**src/rtl/dcache_ctl.sv**
```systemverilog
// Direct-mapped write-through data cache with burst line refill.
// Single stall output freezes the PC while memory is busy.
module dcache_ctl #(
   parameter int LINES = 16,
   parameter int WORDS = 4
) (
   input  logic        clk,
   input  logic        reset,
   input  logic        cpu_rd,
   input  logic        cpu_wr,
   input  logic [31:0] cpu_addr,
   input  logic [31:0] cpu_wdata,
   output logic [31:0] cpu_rdata,
   output logic        hit,
   output logic        stall,
   output logic        mem_rd,
   input  logic        mem_rdy,
   input  logic [31:0] mem_rdata,
   output logic        mem_wr,
   input  logic        mem_wdone,
   output logic [31:0] mem_addr,
   output logic [31:0] mem_wdata,
   output logic [15:0] miss_cnt
);

   localparam int OB  = $clog2(WORDS);
   localparam int IB  = $clog2(LINES);
   localparam int OBW = (OB > 0) ? OB : 1;
   localparam int TW  = 30 - OB - IB;

   localparam logic [1:0] S_IDLE   = 2'd0;
   localparam logic [1:0] S_REFILL = 2'd1;
   localparam logic [1:0] S_WRITE  = 2'd2;

   logic [1:0]     state;
   logic [OBW-1:0] beat;
   logic [LINES-1:0] valid;
   logic [31:0]    data [LINES][WORDS];
   logic [TW-1:0]  tags [LINES];

   logic [IB-1:0]  idx;
   logic [OBW-1:0] off;
   logic [TW-1:0]  tag;
   logic           last;
   logic           unused_bits;

   assign idx  = cpu_addr[2+OB +: IB];
   assign off  = (OB == 0) ? '0 : cpu_addr[2 +: OBW];
   assign tag  = cpu_addr[31 -: TW];
   assign last = (beat == OBW'(WORDS - 1));
   assign unused_bits = ^cpu_addr[1:0];

   assign hit       = valid[idx] && (tags[idx] == tag);
   assign cpu_rdata = data[idx][off];

   assign mem_rd    = (state == S_REFILL);
   assign mem_wr    = (state == S_WRITE);
   assign mem_wdata = cpu_wdata;

   // Gated by reset so a held load request cannot stall during reset.
   assign stall = reset &&
                  ((state == S_REFILL) ||
                   (state == S_WRITE && !mem_wdone) ||
                   (state == S_IDLE && (cpu_wr || (cpu_rd && !hit))));

   always_comb begin
      mem_addr = 32'h0;
      case (state)
         S_REFILL: mem_addr = ({cpu_addr[31:2], 2'b00}
                               & ~(32'(WORDS - 1) << 2))
                              | (32'(beat) << 2);
         S_WRITE:  mem_addr = {cpu_addr[31:2], 2'b00};
         default:  mem_addr = 32'h0;
      endcase
   end

   always_ff @(posedge clk or negedge reset) begin
      if (!reset) begin
         state    <= S_IDLE;
         beat     <= '0;
         valid    <= '0;
         miss_cnt <= '0;
      end else begin
         case (state)
            S_IDLE: begin
               if (cpu_wr) begin
                  state <= S_WRITE;
               end else if (cpu_rd && !hit) begin
                  state      <= S_REFILL;
                  beat       <= '0;
                  valid[idx] <= 1'b0;
                  miss_cnt   <= miss_cnt + 16'd1;
               end
            end
            S_REFILL: begin
               if (mem_rdy) begin
                  if (last) begin
                     beat       <= '0;
                     valid[idx] <= 1'b1;
                     state      <= S_IDLE;
                  end else begin
                     beat <= beat + 1'b1;
                  end
               end
            end
            S_WRITE: begin
               if (mem_wdone) state <= S_IDLE;
            end
            default: state <= S_IDLE;
         endcase
      end
   end

   // Arrays carry no reset; valid bits alone qualify their contents.
   always_ff @(posedge clk) begin
      if (state == S_REFILL && mem_rdy) begin
         data[idx][beat] <= mem_rdata;
         if (last) tags[idx] <= tag;
      end
      if (state == S_WRITE && mem_wdone && hit)
         data[idx][off] <= cpu_wdata;
   end

endmodule

```
**config.mk**
```make
export PLATFORM = sky130hd
export DESIGN_NAME = dcache_ctl
export DESIGN_NICKNAME = d
export VERILOG_FILES = /design/src/rtl/dcache_ctl.sv
export SDC_FILE = /design/constraint.sdc
export NUM_CORES = 2
export LEC_CHECK = 0
export CELL_PAD_IN_SITES_DETAIL_PLACEMENT = 1
export CELL_PAD_IN_SITES_GLOBAL_PLACEMENT = 1
export CORE_ASPECT_RATIO = 0.7
export CORE_MARGIN = 2
export CORE_UTILIZATION = 50
export DETAILED_ROUTE_END_ITERATION = 16
export PLACE_DENSITY = 0.84
export SETUP_SLACK_MARGIN = 0.15
export SYNTH_ARGS = -nofsm -noshare
export SYNTH_HDL_FRONTEND = slang
export SYNTH_SLANG_ARGS = --single-unit
```
**constraint.sdc**
```tcl
create_clock -name clk -period 16.7 [get_ports clk]
set_input_delay 3.34 -clock clk [delete_from_list [all_inputs] [get_ports clk]]
set_output_delay 3.34 -clock clk [all_outputs]
set_load 0.02 [all_outputs]
```
; ---- Yosys cells after proc, flatten, opt, wreduce, memory -nomap -nowiden
; Memory sizes are Yosys's and may differ from the RTL's.
; Cells that the tools add are included.
[word_totals]
out_inout_bits = 116
ramBits = 2432
reg_bits = 36
word_cells = 344
n_memories = 2
in_bits = 102
[op_classes]
order_cmp = 6
bitwise_logic = 135
n_addsub = 2
reduce_logical = 22
muxes = 163
eq_ne = 10
[mem_list]
columns = name, depth, word_bits, rd, rd_clocked_by_memory_dff, wr, line
row1 = data, 16, 128, 1, 0, 1, 38  ; logic [31:0] data [LINES][WORDS];
row2 = tags, 16, 24, 1, 0, 1, 39  ; logic [TW-1:0] tags [LINES];
[ops]
columns = op, count
row1 = $mux W128, 2
row2 = $mux W1, 135
row3 = $demux W32 S2, 2
row4 = $mux W32, 4
row5 = $or A1 B1 Y1, 128
row6 = $bmux W32 S2, 1
row7 = $mux W16, 4
row8 = $pmux W32 S2, 1
row9 = $or A32 B4 Y32, 1
row10 = $pmux W16 S2, 1
row11 = $eq A24 B24 Y1, 1
row12 = $mux W2, 9
row13 = $add A16 B1 Y16 const B, 1
row14 = $and A16 B16 Y16, 1
row15 = $not A16 Y16, 1
row16 = $or A16 B16 Y16, 1
row17 = $logic_and A1 B1 Y1, 11
row18 = $ne A2 B1 Y1 const B, 4
row19 = $reduce_and A4 Y1, 2
row20 = $ge A3 B3 Y1 const B, 2
row21 = $lt A3 B1 Y1 const B, 2
row22 = $not A2 Y3, 2
row23 = $pmux W2 S3, 1
row24 = $lt A4 B5 Y1 const B, 1
row25 = 16 further kinds, 20

; ---- Longest topological paths before layout
[depth]
word_depth = 9
depth_mapped = 18
depth_no_buf = 9

; ---- Least setup slack after synthesis
; Ideal clock, no wire load.
[synth_path]
path_type = input port to output port
start = input cpu_addr[4]
end = output cpu_rdata[0]
arrival_ps = 7151
slack_ps = 6209
stages = 12
required_time_ps = 13360
n_path_buf = 9
cell_sequence = buf_6 buf_6 buf_6 buf_6 buf_6 buf_2 clkbuf_1 clkbuf_1 buf_1 mux4_2 mux4_2 mux4_2
[synth_via]
elab_chain_len = 4
[synth_rtl]
columns = element, line
row1 = start: declaration, 11  ; input logic [31:0] cpu_addr,
row2 = $mem_v2 Z16 W128, n/a
row3 = $bmux W32 S2, 54  ; assign cpu_rdata = data[idx][off];
row4 = $mux W32 (implied by the code) (2 in a row), 54
row5 = end: declaration, 13  ; output logic [31:0] cpu_rdata,
; No other way between the ends. The select of a mux whose other input is x is not followed.

; ---- Worst setup path after layout
[layout_path]
start = input cpu_addr[5]
end = output stall
[layout_via]
elab_chain_len = 9
word_cells_on_any_way = 11
cone_classes = eq/ne: 1 / mux: 2 / reduce/logical: 7 / memory: 1
[layout_rtl]
columns = element, line
row1 = $mem_v2 Z16 W24 / $bmux W1 S4 (equally long branches), n/a
row2 = $eq A24 B24 Y1 / $mux W1 (equally long branches), 53  ; assign hit = valid[idx] && (tags[idx] == tag);
row3 = $logic_and A1 B1 Y1 *, 53
row4 = $logic_not A1 Y1 *, 64  ; (state == S_IDLE && (cpu_wr || (cpu_rd && !hit))));
row5 = $logic_and A1 B1 Y1 *, 64
row6 = $logic_or A1 B1 Y1 *, 64
row7 = $logic_and A1 B1 Y1 *, 64
row8 = $logic_or A1 B1 Y1 *, 63  ; (state == S_WRITE && !mem_wdone) ||
row9 = $logic_and A1 B1 Y1 *, 61  ; assign stall = reset &&
row10 = end: declaration, 15  ; output logic stall,
; Every way passes the cells marked *; elsewhere a longest branch is shown, timed or not. The select of a mux whose other input is x is not followed.

==> reports/qor.yml <==
outcome:
  status: "finished clean"
routing:
  vias_per_cell: 7.029
  num_vias: 51020
  wl_per_cell_um: 42.36
  antenna_left: 0
  routed_wirelength_um: 307500
  first_pass_iters: 6
  drt_iter0_drc: 9368
  drc: 0
worst_setup_path:
  reg2reg_to: "data[2][68]"
  cpMostUsedCell: "buf_4"
  worstSetupEndpointType: "primary output"
  max_stage_delay_ns: 0.96
  cp.arrival_ns: 9.13
  rr_worst_depth: 12
  cp_max_fo: 95
  rrSetupSlack_ns: 10.50
  start_kind: "primary input"
  path_cells: "buf_8 > buf_4 > nor2_1 > a22oi_1 > o211ai_1 > a2111oi_0 > a31oi_1 > or4_1 > o31ai_2 > buf_4 > a21oi_1 > o31a_1 > clkdlybuf4s50_1"
  worstSetupEndpoint: "stall"
  crit_required_ns: 13.36
  critPathSlowestCell: "buf_4"
  cp-startpoint: "cpu_addr[5]"
  reg2reg_from: "tags[11][19]"
  path_class: "primary input to primary output"
sta:
  max_freq_mhz: 80.22
  grt_setup_unrepaired: "no"
  final_max_slew_viol_count: 0
  finClkSkew_ns: 0.05750
  slew_headroom: 0.06202
  final.setup.tns_ns: 0
  fin_crit_sh: 0.7464
  worstMarginPinSlew_ns: 1.403
  setup_viol: 0
  hold_viol_final: 0
  min_period_ns: 12.47
final_layout:
  area_growth_pct: 13.29
  layout-drive-gt1-share: 0.3093
  fin_area_um2: 110000
  nets: 4537
  fillers: 16100
global_routing:
  grt_max_degree: 129
  first_global_vias: 52180
  grt_use_total: 0.3128
  grt_overflow: 0
  grt_pass1_wl_um: 426200
  antenna_found_initial: 48
yosys:
  synth_largest_area_cell: "edfxtp_1"
  syn_area_um2: 97090
  ys_async_sr_fraction: 0.01459
  ys.flop_type: "edfxtp_1"
  synth-edff-count: 2432
  ys_warn_count: 0
  ys_ff_latch: 2468
  synth_cell_types: 58
  synth_area_leaders: "edfxtp_1 (75%), mux4_2 (17%), mux2_2 (1.8%)"
  synth_top_area_share: 0.7522
  synth_cells: 4137
  yosysSeqAreaShare: 0.7615
  postSynthAreaPerCell_um2: 23.47
placement:
  gp_congestion: 0.8366
  placed_area_um2: 102800
  dp_hpwl_um: 158900
  io_buffers: 213
clocking:
  cts_tree: "yes"
  hold_buffers: 0
  cts_root_buf: "clkbuf_16"
  htree_levels: 4
  cts_max_path_buffers: 3
  ctsResizeCount: 0
  cts_made_buffers: 223
  post_cts_buffers: 0
  clock_latency_ns: 0.90
  cts_sinks: 2468
  path_clk_slew_ns: 0.07
pwr:
  ir_drop_v: 0.0001098
  p_per_area_nw_per_um2: 119.5
  power_leakage_nw: 33.98
floorplan:
  die_height_um: 372.7
  std_cell_rows: 135
  fp.dieW_um: 530.7
  die_area_um2: 197800
  core_um2: 193200
  initial_core_util: 0.5024
  ios: 218
job:
  drv_cap: 0
min_path:
  hold_path_class: "register to register"
-- worst min-delay path by stage --
| stage | cells after the start | end | from |
|---|---|---|---|
| floorplan | 1 | register | register |
| global placement | 1 | miss_cnt[15] | miss_cnt[15] |
| detailed placement | 1 | miss_cnt[15] | miss_cnt[15] |
| CTS | 1 | miss_cnt[15] | miss_cnt[15] |
| global route | 1 | miss_cnt[15] | miss_cnt[15] |
| finish | 1 | miss_cnt[15] | miss_cnt[15] |
-- worst max-delay path, delay by kind of cell --
kind                   cells  cell delay [ns]
AO/OA/AOI/OAI              7             2.09
buffers and inverters      4             2.40
AND/OR/NAND/NOR            2             1.13
-- layout by cell type, fill, tap and decap left out, types with 8 or more instances in the layout --
cell,instances
clkbuf_16,225
nor2_1,16
clkinv_2,43
nor3_1,12
nor2_4,80
clkbuf_1,51
mux4_2,751
clkdlybuf4s50_1,206
xnor2_1,24
a21oi_1,21
edfxtp_1,2432
clkinv_1,48
a22oi_1,13
a221oi_1,9
mux2i_1,69
o21ai_0,8
buf_4,109
mux2_2,153
and2_1,35
inv_1,17
dfrtp_1,36
nor2b_1,15
nand2_1,35
xor2_1,24
diode_2,41
bufinv_16,22
clkinvlp_4,8
nand3_1,40
ha_1,8
-- report_power, final --
group	total, mW	internal [mW]	switching [mW]
logic	1.05	0.392	0.655
registers	6.88	6.84	0.0316
clock network	5.22	2.82	2.40
-- registers in the layout, summed over array words and instances, names as in the netlist, named ones only --
signal    flops
beat          2
data       2048
miss_cnt     16
state         2
tags        384
-- metal layers --
metal  up-vias  part of all wire  track usage
met4        26             0.059       0.1576
met1     26700              0.33       0.4005
met3       972              0.15       0.1055
met2      5062              0.47       0.4789
met5         -           0.00057            0
li1      18260                 -            -
-- cells in the mapped netlist (9+ instances only) --
cell type,count
nand3_1,41
a21oi_1,21
and2_1,36
xnor2_1,24
a221oi_1,9
buf_2,35
dfrtp_1,36
nor3_1,12
nand2_1,35
buf_4,36
buf_6,12
nor2_1,96
clkbuf_1,125
mux4_2,751
mux2i_1,69
buf_1,54
a22oi_1,13
nor2b_1,15
mux2_2,153
edfxtp_1,2432
xor2_1,24
inv_1,17
-- through the flow --
| step | worst slack [ns] | total power [mW] | std cells | hold slack [ns] | util |
|---|---|---|---|---|---|
| after floorplan | 6.209 | 7.563 | 4138 | 0.4751 | - |
| after global routing | 4.109 | 13.35 | 7232 | 0.5157 | 0.5688 |
| final | 4.234 | 13.14 | 7258 | 0.4703 | 0.5692 |
| after global placement | 4.514 | 7.948 | 6805 | 0.4584 | 0.5318 |
| after CTS | 4.430 | 13.11 | 7217 | 0.4739 | 0.5686 |
| after detailed placement | 4.479 | 7.992 | 6805 | 0.4610 | 0.5318 |
-- layout make-up --
class | count | area (um2) | area share
flip-flops and latches | 2468 | 73930 | 0.6722
clock buffers | 276 | 5822 | 0.05293
clock inverters | 136 | 1304 | 0.01185
inverters | 17 | 63.81 | 0.0005802
diodes | 41 | 102.6 | 0.0009328
multi-input cells | 1391 | 22450 | 0.2042
well taps | 2603 | 3257 | 0.02961
repair buffers | 326 | 3050 | 0.02774
-- logic make-up (layout without fill, tap and decap cells) --
group | count (synthesis) | after routing | share of synthesized area
other cells | 1 | 43 | 0.00003863
mux | 973 | 973 | 0.1991
buf+inv | 279 | 755 | 0.01356
flops | 2468 | 2468 | 0.7615
fa+ha+maj | 8 | 8 | 0.001031
compound gates | 101 | 101 | 0.007720
simple gates | 259 | 259 | 0.01275
xor+xnor | 48 | 48 | 0.004330
Note: power is estimated with default switching activity, not from simulation.
